File: config.mk
export PLATFORM = sky130hd
export DESIGN_NAME = bnn_cmd_controller
export DESIGN_NICKNAME = d
export VERILOG_FILES = /design/src/rtl/bnn_ctrl_pkg.sv /design/src/rtl/ctrl_timeout_timer.sv /design/src/rtl/bnn_cmd_controller.sv
export SDC_FILE = /design/constraint.sdc
export NUM_CORES = 1
export LEC_CHECK = 0
export CORE_UTILIZATION = 56
export DETAILED_ROUTE_END_ITERATION = 8
export PLACE_DENSITY_LB_ADDON = 0.05
export SETUP_SLACK_MARGIN = 0.05
export SKIP_LAST_GASP = 1
export SYNTH_ARGS = -nofsm -noshare
export SYNTH_HDL_FRONTEND = slang
export SYNTH_SLANG_ARGS = --single-unit
export TNS_END_PERCENT = 30
File: constraint.sdc
create_clock -name clk -period 3 [get_ports clk]
set_clock_uncertainty 0.1 [all_clocks]
set_input_delay 0.6 -clock clk [delete_from_list [all_inputs] [get_ports clk]]
set_output_delay 0.6 -clock clk [all_outputs]
set_load 0.02 [all_outputs]
File: src/rtl/bnn_ctrl_pkg.sv
// Shared types and constants for the BNN command controller: state
// encoding, host-visible status codes and default command bytes.
package bnn_ctrl_pkg;

  typedef enum logic [2:0] {
    IDLE   = 3'd0,
    IMG_RX = 3'd1,
    RUN    = 3'd2,
    RESULT = 3'd3,
    CLEAR  = 3'd4,
    ERROR  = 3'd5
  } ctrl_state_e;

  // Status nibble reported on status_code and by a readback in IDLE.
  // CLEAR is transient and has no published code; 4'h1 keeps it distinct.
  localparam logic [3:0] STAT_IDLE   = 4'h0;
  localparam logic [3:0] STAT_IMG_RX = 4'h2;
  localparam logic [3:0] STAT_RUN    = 4'h4;
  localparam logic [3:0] STAT_RESULT = 4'h8;
  localparam logic [3:0] STAT_CLEAR  = 4'h1;
  localparam logic [3:0] STAT_ERROR  = 4'hE;

  localparam logic [7:0] CMD_IMG_DEF = 8'hFE;
  localparam logic [7:0] CMD_CLR_DEF = 8'hFD;
  localparam logic [7:0] CMD_RD_DEF  = 8'hFC;

  function automatic logic [3:0] status_of(input ctrl_state_e s);
    logic [3:0] code;
    case (s)
      IDLE:    code = STAT_IDLE;
      IMG_RX:  code = STAT_IMG_RX;
      RUN:     code = STAT_RUN;
      RESULT:  code = STAT_RESULT;
      CLEAR:   code = STAT_CLEAR;
      ERROR:   code = STAT_ERROR;
      default: code = STAT_ERROR;
    endcase
    return code;
  endfunction

endpackage

File: src/rtl/ctrl_timeout_timer.sv
// Idle-cycle watchdog. Counts enabled cycles since the last restart and
// raises a registered expired flag once TMO_CYCLES cycles have elapsed.
module ctrl_timeout_timer #(
  parameter int               TMO_W      = 20,
  parameter logic [TMO_W-1:0] TMO_CYCLES = {TMO_W{1'b1}}
) (
  input  logic clk,
  input  logic rst_n,
  input  logic restart,
  input  logic enable,
  output logic expired
);

  logic [TMO_W-1:0] cnt_r;
  logic             expired_r;

  // Saturating count of enabled cycles; restart always wins over counting.
  always_ff @(posedge clk or negedge rst_n) begin
    if (!rst_n) begin
      cnt_r     <= '0;
      expired_r <= 1'b0;
    end else if (restart) begin
      cnt_r     <= '0;
      expired_r <= 1'b0;
    end else if (enable) begin
      if (cnt_r >= (TMO_CYCLES - TMO_W'(1))) begin
        cnt_r     <= TMO_CYCLES;
        expired_r <= 1'b1;
      end else begin
        cnt_r     <= cnt_r + TMO_W'(1);
        expired_r <= 1'b0;
      end
    end else begin
      cnt_r     <= cnt_r;
      expired_r <= expired_r;
    end
  end

  assign expired = expired_r;

endmodule

File: src/rtl/bnn_cmd_controller.sv
// Command/sequencing controller between the SPI byte receiver, the image
// buffer and the BNN core. Decodes host commands, streams image bytes into
// the buffer with an explicit byte count, starts the core, and returns
// results or status over SPI TX. Every output is registered.
module bnn_cmd_controller
  import bnn_ctrl_pkg::*;
#(
  parameter int               IMG_BYTES  = 113,
  parameter int               ADDR_W     = 7,
  parameter int               RES_W      = 4,
  parameter int               TMO_W      = 20,
  parameter logic [TMO_W-1:0] TMO_CYCLES = 20'hFFFFF,
  parameter bit               CLR_IN_RX  = 1'b0,
  parameter logic [7:0]       CMD_IMG    = CMD_IMG_DEF,
  parameter logic [7:0]       CMD_CLR    = CMD_CLR_DEF,
  parameter logic [7:0]       CMD_RD     = CMD_RD_DEF
) (
  input  logic              clk,
  input  logic              rst_n,
  input  logic [7:0]        spi_rx_data,
  input  logic              spi_rx_valid,
  output logic              byte_taken,
  output logic              rx_enable,
  output logic [7:0]        spi_tx_data,
  output logic              spi_tx_load,
  output logic [3:0]        status_code,
  output logic              buf_clear,
  input  logic              buf_empty,
  input  logic              buf_wr_ready,
  output logic              buf_wr_en,
  output logic [ADDR_W-1:0] buf_wr_addr,
  output logic [7:0]        buf_wr_data,
  output logic              bnn_start,
  input  logic              result_ready,
  input  logic [RES_W-1:0]  result_out,
  output logic              proto_err
);

  localparam int CNT_W = $clog2(IMG_BYTES + 1);

  ctrl_state_e       state_r;
  ctrl_state_e       state_next_s;

  logic              prev_valid_r;
  logic              pend_valid_r;
  logic [7:0]        pend_data_r;
  logic [ADDR_W-1:0] addr_r;
  logic [CNT_W-1:0]  count_r;
  logic [RES_W-1:0]  result_r;

  logic              byte_taken_r;
  logic              rx_enable_r;
  logic [7:0]        spi_tx_data_r;
  logic              spi_tx_load_r;
  logic [3:0]        status_code_r;
  logic              buf_clear_r;
  logic              buf_wr_en_r;
  logic [ADDR_W-1:0] buf_wr_addr_r;
  logic [7:0]        buf_wr_data_r;
  logic              bnn_start_r;
  logic              proto_err_r;

  logic              new_byte_s;
  logic              cur_valid_s;
  logic [7:0]        cur_data_s;
  logic              drop_s;
  logic              is_img_s;
  logic              is_clr_s;
  logic              is_rd_s;
  logic              rx_abort_s;
  logic              last_byte_s;
  logic              clear_done_s;
  logic              img_start_s;
  logic              tmo_expired_s;
  logic              tmo_en_s;
  logic              restart_s;

  logic              wr_s;
  logic              tx_load_s;
  logic [7:0]        tx_data_s;
  logic              consume_s;
  logic              set_perr_s;
  logic              latch_res_s;
  logic              accept_s;

  // A byte is "current" either straight off the receiver edge or from the
  // one-entry holding register; the held byte always goes first.
  assign new_byte_s   = spi_rx_valid & ~prev_valid_r;
  assign cur_valid_s  = pend_valid_r | new_byte_s;
  assign cur_data_s   = pend_valid_r ? pend_data_r : spi_rx_data;
  assign drop_s       = new_byte_s & pend_valid_r;
  assign is_img_s     = cur_valid_s & (cur_data_s == CMD_IMG);
  assign is_clr_s     = cur_valid_s & (cur_data_s == CMD_CLR);
  assign is_rd_s      = cur_valid_s & (cur_data_s == CMD_RD);
  assign rx_abort_s   = CLR_IN_RX & is_clr_s;
  assign last_byte_s  = (count_r == CNT_W'(IMG_BYTES - 1));
  assign clear_done_s = (state_r == CLEAR) & buf_empty;
  assign img_start_s  = (state_r == IDLE) & is_img_s;

  // The watchdog only runs while waiting on the host or the core, and is
  // restarted on any state change or accepted byte.
  assign tmo_en_s  = (state_r == IMG_RX) | (state_r == RUN);
  assign restart_s = (state_next_s != state_r) | accept_s;

  ctrl_timeout_timer #(
    .TMO_W      (TMO_W),
    .TMO_CYCLES (TMO_CYCLES)
  ) u_tmo (
    .clk     (clk),
    .rst_n   (rst_n),
    .restart (restart_s),
    .enable  (tmo_en_s),
    .expired (tmo_expired_s)
  );

  // State register.
  always_ff @(posedge clk or negedge rst_n) begin
    if (!rst_n) begin
      state_r <= IDLE;
    end else begin
      state_r <= state_next_s;
    end
  end

  // Next-state decode; clear beats result, a write beats timeout, result beats timeout.
  always_comb begin
    state_next_s = state_r;
    case (state_r)
      IDLE: begin
        if (is_img_s) begin
          state_next_s = IMG_RX;
        end else if (is_clr_s) begin
          state_next_s = CLEAR;
        end else begin
          state_next_s = IDLE;
        end
      end
      IMG_RX: begin
        if (rx_abort_s) begin
          state_next_s = CLEAR;
        end else if (cur_valid_s && buf_wr_ready) begin
          state_next_s = last_byte_s ? RUN : IMG_RX;
        end else if (tmo_expired_s) begin
          state_next_s = ERROR;
        end else begin
          state_next_s = IMG_RX;
        end
      end
      RUN: begin
        if (is_clr_s) begin
          state_next_s = CLEAR;
        end else if (result_ready) begin
          state_next_s = RESULT;
        end else if (tmo_expired_s) begin
          state_next_s = ERROR;
        end else begin
          state_next_s = RUN;
        end
      end
      RESULT, ERROR: begin
        if (is_clr_s) begin
          state_next_s = CLEAR;
        end else begin
          state_next_s = state_r;
        end
      end
      CLEAR: begin
        if (buf_empty) begin
          state_next_s = IDLE;
        end else begin
          state_next_s = CLEAR;
        end
      end
      default: state_next_s = IDLE;
    endcase
  end

  // Per-state actions: writes, replies, byte consumption and error flags.
  always_comb begin
    wr_s        = 1'b0;
    tx_load_s   = 1'b0;
    tx_data_s   = 8'h00;
    consume_s   = 1'b0;
    set_perr_s  = 1'b0;
    latch_res_s = 1'b0;
    accept_s    = 1'b0;
    case (state_r)
      IDLE: begin
        consume_s = cur_valid_s;
        if (is_rd_s) begin
          tx_load_s = 1'b1;
          tx_data_s = {4'h0, status_code_r};
        end else if (cur_valid_s && !is_img_s && !is_clr_s) begin
          set_perr_s = 1'b1;
        end else begin
          set_perr_s = 1'b0;
        end
      end
      IMG_RX: begin
        if (rx_abort_s) begin
          consume_s = 1'b1;
        end else if (cur_valid_s && buf_wr_ready) begin
          wr_s      = 1'b1;
          consume_s = 1'b1;
          accept_s  = 1'b1;
        end else if (cur_valid_s && tmo_expired_s) begin
          consume_s = 1'b1;
        end else begin
          consume_s = 1'b0;
        end
      end
      RUN: begin
        consume_s = cur_valid_s;
        accept_s  = cur_valid_s;
        if (!is_clr_s && result_ready) begin
          latch_res_s = 1'b1;
        end else begin
          latch_res_s = 1'b0;
        end
      end
      RESULT: begin
        consume_s = cur_valid_s;
        if (is_rd_s) begin
          tx_load_s = 1'b1;
          tx_data_s = 8'(result_r);
        end else begin
          tx_load_s = 1'b0;
        end
      end
      ERROR: begin
        consume_s = cur_valid_s;
        if (is_rd_s) begin
          tx_load_s = 1'b1;
          tx_data_s = {4'h0, STAT_ERROR};
        end else begin
          tx_load_s = 1'b0;
        end
      end
      CLEAR:   consume_s = cur_valid_s;
      default: consume_s = cur_valid_s;
    endcase
  end

  // Edge detector and one-entry holding register for bytes that must wait.
  always_ff @(posedge clk or negedge rst_n) begin
    if (!rst_n) begin
      prev_valid_r <= 1'b1;
      pend_valid_r <= 1'b0;
      pend_data_r  <= 8'h00;
    end else begin
      prev_valid_r <= spi_rx_valid;
      if (consume_s) begin
        pend_valid_r <= 1'b0;
      end else if (new_byte_s && !pend_valid_r) begin
        pend_valid_r <= 1'b1;
        pend_data_r  <= spi_rx_data;
      end else begin
        pend_valid_r <= pend_valid_r;
      end
    end
  end

  // Image address/count, latched result and sticky protocol error.
  always_ff @(posedge clk or negedge rst_n) begin
    if (!rst_n) begin
      addr_r      <= '0;
      count_r     <= '0;
      result_r    <= '0;
      proto_err_r <= 1'b0;
    end else begin
      if (img_start_s || clear_done_s) begin
        addr_r  <= '0;
        count_r <= '0;
      end else if (wr_s) begin
        addr_r  <= addr_r + ADDR_W'(1);
        count_r <= count_r + CNT_W'(1);
      end else begin
        addr_r  <= addr_r;
        count_r <= count_r;
      end
      if (latch_res_s) begin
        result_r <= result_out;
      end else begin
        result_r <= result_r;
      end
      if (clear_done_s) begin
        proto_err_r <= 1'b0;
      end else if (set_perr_s || drop_s) begin
        proto_err_r <= 1'b1;
      end else begin
        proto_err_r <= proto_err_r;
      end
    end
  end

  // Registered copies of every host- and buffer-facing output.
  always_ff @(posedge clk or negedge rst_n) begin
    if (!rst_n) begin
      byte_taken_r  <= 1'b0;
      rx_enable_r   <= 1'b0;
      spi_tx_data_r <= 8'h00;
      spi_tx_load_r <= 1'b0;
      status_code_r <= STAT_IDLE;
      buf_clear_r   <= 1'b0;
      buf_wr_en_r   <= 1'b0;
      buf_wr_addr_r <= '0;
      buf_wr_data_r <= 8'h00;
      bnn_start_r   <= 1'b0;
    end else begin
      byte_taken_r  <= new_byte_s;
      rx_enable_r   <= (state_next_s != CLEAR);
      spi_tx_load_r <= tx_load_s;
      spi_tx_data_r <= tx_load_s ? tx_data_s : spi_tx_data_r;
      status_code_r <= status_of(state_next_s);
      buf_clear_r   <= (state_next_s == CLEAR);
      buf_wr_en_r   <= wr_s;
      buf_wr_addr_r <= wr_s ? addr_r : buf_wr_addr_r;
      buf_wr_data_r <= wr_s ? cur_data_s : buf_wr_data_r;
      bnn_start_r   <= (state_next_s == RUN) && (state_r != RUN);
    end
  end

  assign byte_taken  = byte_taken_r;
  assign rx_enable   = rx_enable_r;
  assign spi_tx_data = spi_tx_data_r;
  assign spi_tx_load = spi_tx_load_r;
  assign status_code = status_code_r;
  assign buf_clear   = buf_clear_r;
  assign buf_wr_en   = buf_wr_en_r;
  assign buf_wr_addr = buf_wr_addr_r;
  assign buf_wr_data = buf_wr_data_r;
  assign bnn_start   = bnn_start_r;
  assign proto_err   = proto_err_r;

endmodule

==> run summary <==
status = completed
GRT overflow = 0
# H-tree levels = 3
reg-to-reg startpoint = pend_valid_r$_DFFE_PN0P_
Post-synth EDFFs = 0
clk_lat worst skew = 0.35 ns
global-route wire length before repair = 14300 microns
Period minus WS final = 2.58 ns
CP Data Required Time = 3.16 ns
CP Class = register to register
CP top delay family = compound AO/OA/AOI/OAI gates
LEAKAGE = 2.14 nW
register area share after synthesis = 48.5%
largest family of logic cells by synthesized area = simple AND/OR/NAND/NOR gates
Yosys reg bits = 81
P&R area growth vs syn = 19.2%
Synth cell types = 63
cts repair resizes = 0
Starting Density = 57.9%
total negative slack = 0 ns
CP max FO = 21
Crit. End Element = register
HPWL after DPL = 5900 microns
crit path from = pend_valid_r$_DFFE_PN0P_
Simple-Gate Fraction of Synth Area = 22.3%
synth top area cells = dfrtp_1 48%, mux2_2 4.0%, nor2_1 3.8%
CP Cell Sequence = a32oi_1 > a2111o_1 > a21boi_2 > o22ai_2 > buf_12 > nor4_2
DR vias = 3288
top-area cell type share of the netlist area = 47.9%
XOR/XNOR Fraction of Synth Area = 2.72%
n_diodes = 0
post-DR wirelength/cell = 15.2 microns
Die Span Y = 88.4 microns
Max Freq = 387 MHz
vias in the first global route = 2915
post-CTS setup buffers = 0
Mapped Area = 4180 sq um
I/O Buffers = 47
worst hold path class = input port to asynchronous set/reset pin
via/cell ratio = 5.78
RSZ-0062 raised after global routing = false
Synth Instances = 417
Power Total = 0.00347 W
initial antenna violation count = 0
clock-pin slew on the worst setup and hold paths = 0.09 ns
critical path's largest stage delay = 0.78 ns
row count = 31
first-pass iteration count of the detailed router = 4
Buf+Inv Stages, Crit Path = 1
Root Buffer = clkbuf_8
Max-cap violations = 0
CTS tree = done
gr usage total = 23.7%
post-synthesis area per instance = 10.0 sq um
routability cong. = 0.825
top-level port count = 52
layout cells sized above 1 = 13.0%
DRC = 0
IR drop worst, VDD = 505 uV
CP startpoint kind = register
post-synth top area cell = dfrtp_1
total routed wirelength = 8620 microns
asr flop ratio synth = 100%
antenna viol nets, final = 0
Worst-Margin Slew = 0.670 ns
Synth Area in Compound Gates = 14.3%
Synth Area in Adders = 1.50%
hold buffer count at CTS = 0
initial drt markers = 250
clock buffer depth = 2
Worst EP arrival = 2.75 ns
multiplexer share of the synthesized area = 5.96%
TritonCTS buffer count = 9
Slew headroom = 55.3%
die footprint = 7810 sq um
slowest CP cell = dfrtp_1
setup violators final = 0
synth warn = 0
fin. max-slew vios = 0
largest net degree at the start of global routing = 50
die width = 88.4 microns
Final period util = 86.2%
final hold viol count = 0
Primary FF master, synth = dfrtp_1
Final #Nets = 488
clk sinks = 81
PwrDens = 696 nW/um^2
core area = 7210 sq um
final hold slack = 0.148 ns
==> final cells by class <==
type	instances	area [sq um]
Fill cell	591	2230
Sequential cell	81	2030
Multi-Input combinational cell	301	1970
Timing Repair Buffer	60	603
Clock buffer	12	135
Tap cell	99	124
Clock inverter	4	77.6
Inverter	12	45.0
==> stage by stage <==
step / std cells / worst slack (ns) / cell area [sq um] / utilization [%]
final: 569 / 0.415 / 4980 / 69.1
after global routing: 569 / 0.264 / 4980 / 69.1
after CTS: 569 / 0.428 / 4980 / 69.1
after detailed placement: 553 / 0.109 / 4770 / 66.1
after global placement: 553 / 0.175 / 4770 / 66.1
after floorplan: 420 / 0.815 / 4190 / -
==> per-layer routing <==
metal / track usage (%) / vias to the layer above / part of all wire (%)
met5: 0 / - / 0
met4: 7.92 / 0 / 1.3
met3: 4.01 / 11 / 3.1
met2: 36.6 / 66 / 48
met1: 34.1 / 1615 / 47
li1: - / 1596 / -
==> where the power goes <==
part           total, W  switching [W]  internal, W
registers       0.00152       0.000210      0.00131
logic           0.00106       0.000587     0.000477
clock network  0.000885       0.000409     0.000475
==> logic make-up after synthesis <==
group                      Yosys count
xor gates and xnor gates            13
other                                1
AOI/OAI and AO/OA                   83
buffers and inverters               38
DFF                                 81
muxes                               23
adders and majority gates            5
and+or+nand+nor                    173
==> cell usage after synthesis, types with 2 or more instances <==
| master | n |
|---|---|
| a41oi_1 | 4 |
| buf_2 | 13 |
| ha_1 | 5 |
| nor2b_1 | 5 |
| and2_1 | 7 |
| nand2_1 | 41 |
| nand2b_1 | 6 |
| dfrtp_1 | 80 |
| nor2_1 | 42 |
| a31oi_1 | 9 |
| nor4_2 | 9 |
| and4_1 | 3 |
| a22oi_1 | 4 |
| nand3_1 | 14 |
| nand4_1 | 5 |
| nor3b_1 | 2 |
| buf_4 | 5 |
| a32oi_1 | 2 |
| xnor2_1 | 7 |
| xor2_1 | 6 |
| nor3_1 | 20 |
| a41o_1 | 3 |
| a311o_1 | 8 |
| and3_1 | 8 |
| inv_1 | 11 |
| mux2_2 | 15 |
| a21oi_1 | 25 |
| a2111o_1 | 2 |
| o21ai_0 | 9 |
| clkbuf_1 | 5 |
| buf_6 | 2 |
| nand3b_1 | 2 |
| mux2i_1 | 8 |
==> placed cells by master (no fill, tap or decap), drive strengths merged, types with 2 or more instances in the layout <==
cell type / n
a41o: 3
o22ai: 2
ha: 5
a32oi: 2
dfrtp: 80
a21oi: 25
nor3b: 2
and2: 7
nor4: 10
or2: 2
clkbuf: 12
xnor2: 7
a221oi: 2
inv: 12
bufinv: 2
nand4: 6
nor2: 42
clkdlybuf4s50: 46
buf: 14
a2111o: 2
nand2: 41
conb: 4
clkinv: 2
a311o: 8
and3: 8
o21ai: 9
xor2: 6
a22oi: 4
nand2b: 7
and4: 3
nor2b: 6
nand3: 15
nor3: 20
a31oi: 9
nand3b: 2
mux2i: 8
mux2: 15
a41oi: 4
a21boi: 2
==> worst paths after layout <==
kind / endpoint / slack, ns / cells past startpoint
max: u_tmo.cnt_r[6]$_DFFE_PN0P_ / 0.42 / 6
min: buf_wr_addr[3]$_DFFE_PN0P_ / 0.15 / 1
max reg2reg: u_tmo.cnt_r[6]$_DFFE_PN0P_ / 0.42 / 6
min reg2reg: buf_wr_addr[6]$_DFFE_PN0P_ / 0.37 / 2
max in group asynchronous: u_tmo.expired$_DFFE_PN0P_ / 2.05 / 2
min in group clk: buf_wr_addr[6]$_DFFE_PN0P_ / 0.37 / 2
==> registers in the layout, indices dropped and copies added, names as in the netlist, 3 cells and up <==
signal	flops
u_tmo.cnt_r	20
buf_wr_data	8
pend_data_r	8
addr_r	7
buf_wr_addr	7
count_r	7
result_r	4
spi_tx_data	4
state_r	3
status_code	3
Note: power is estimated with default switching activity, not from simulation.
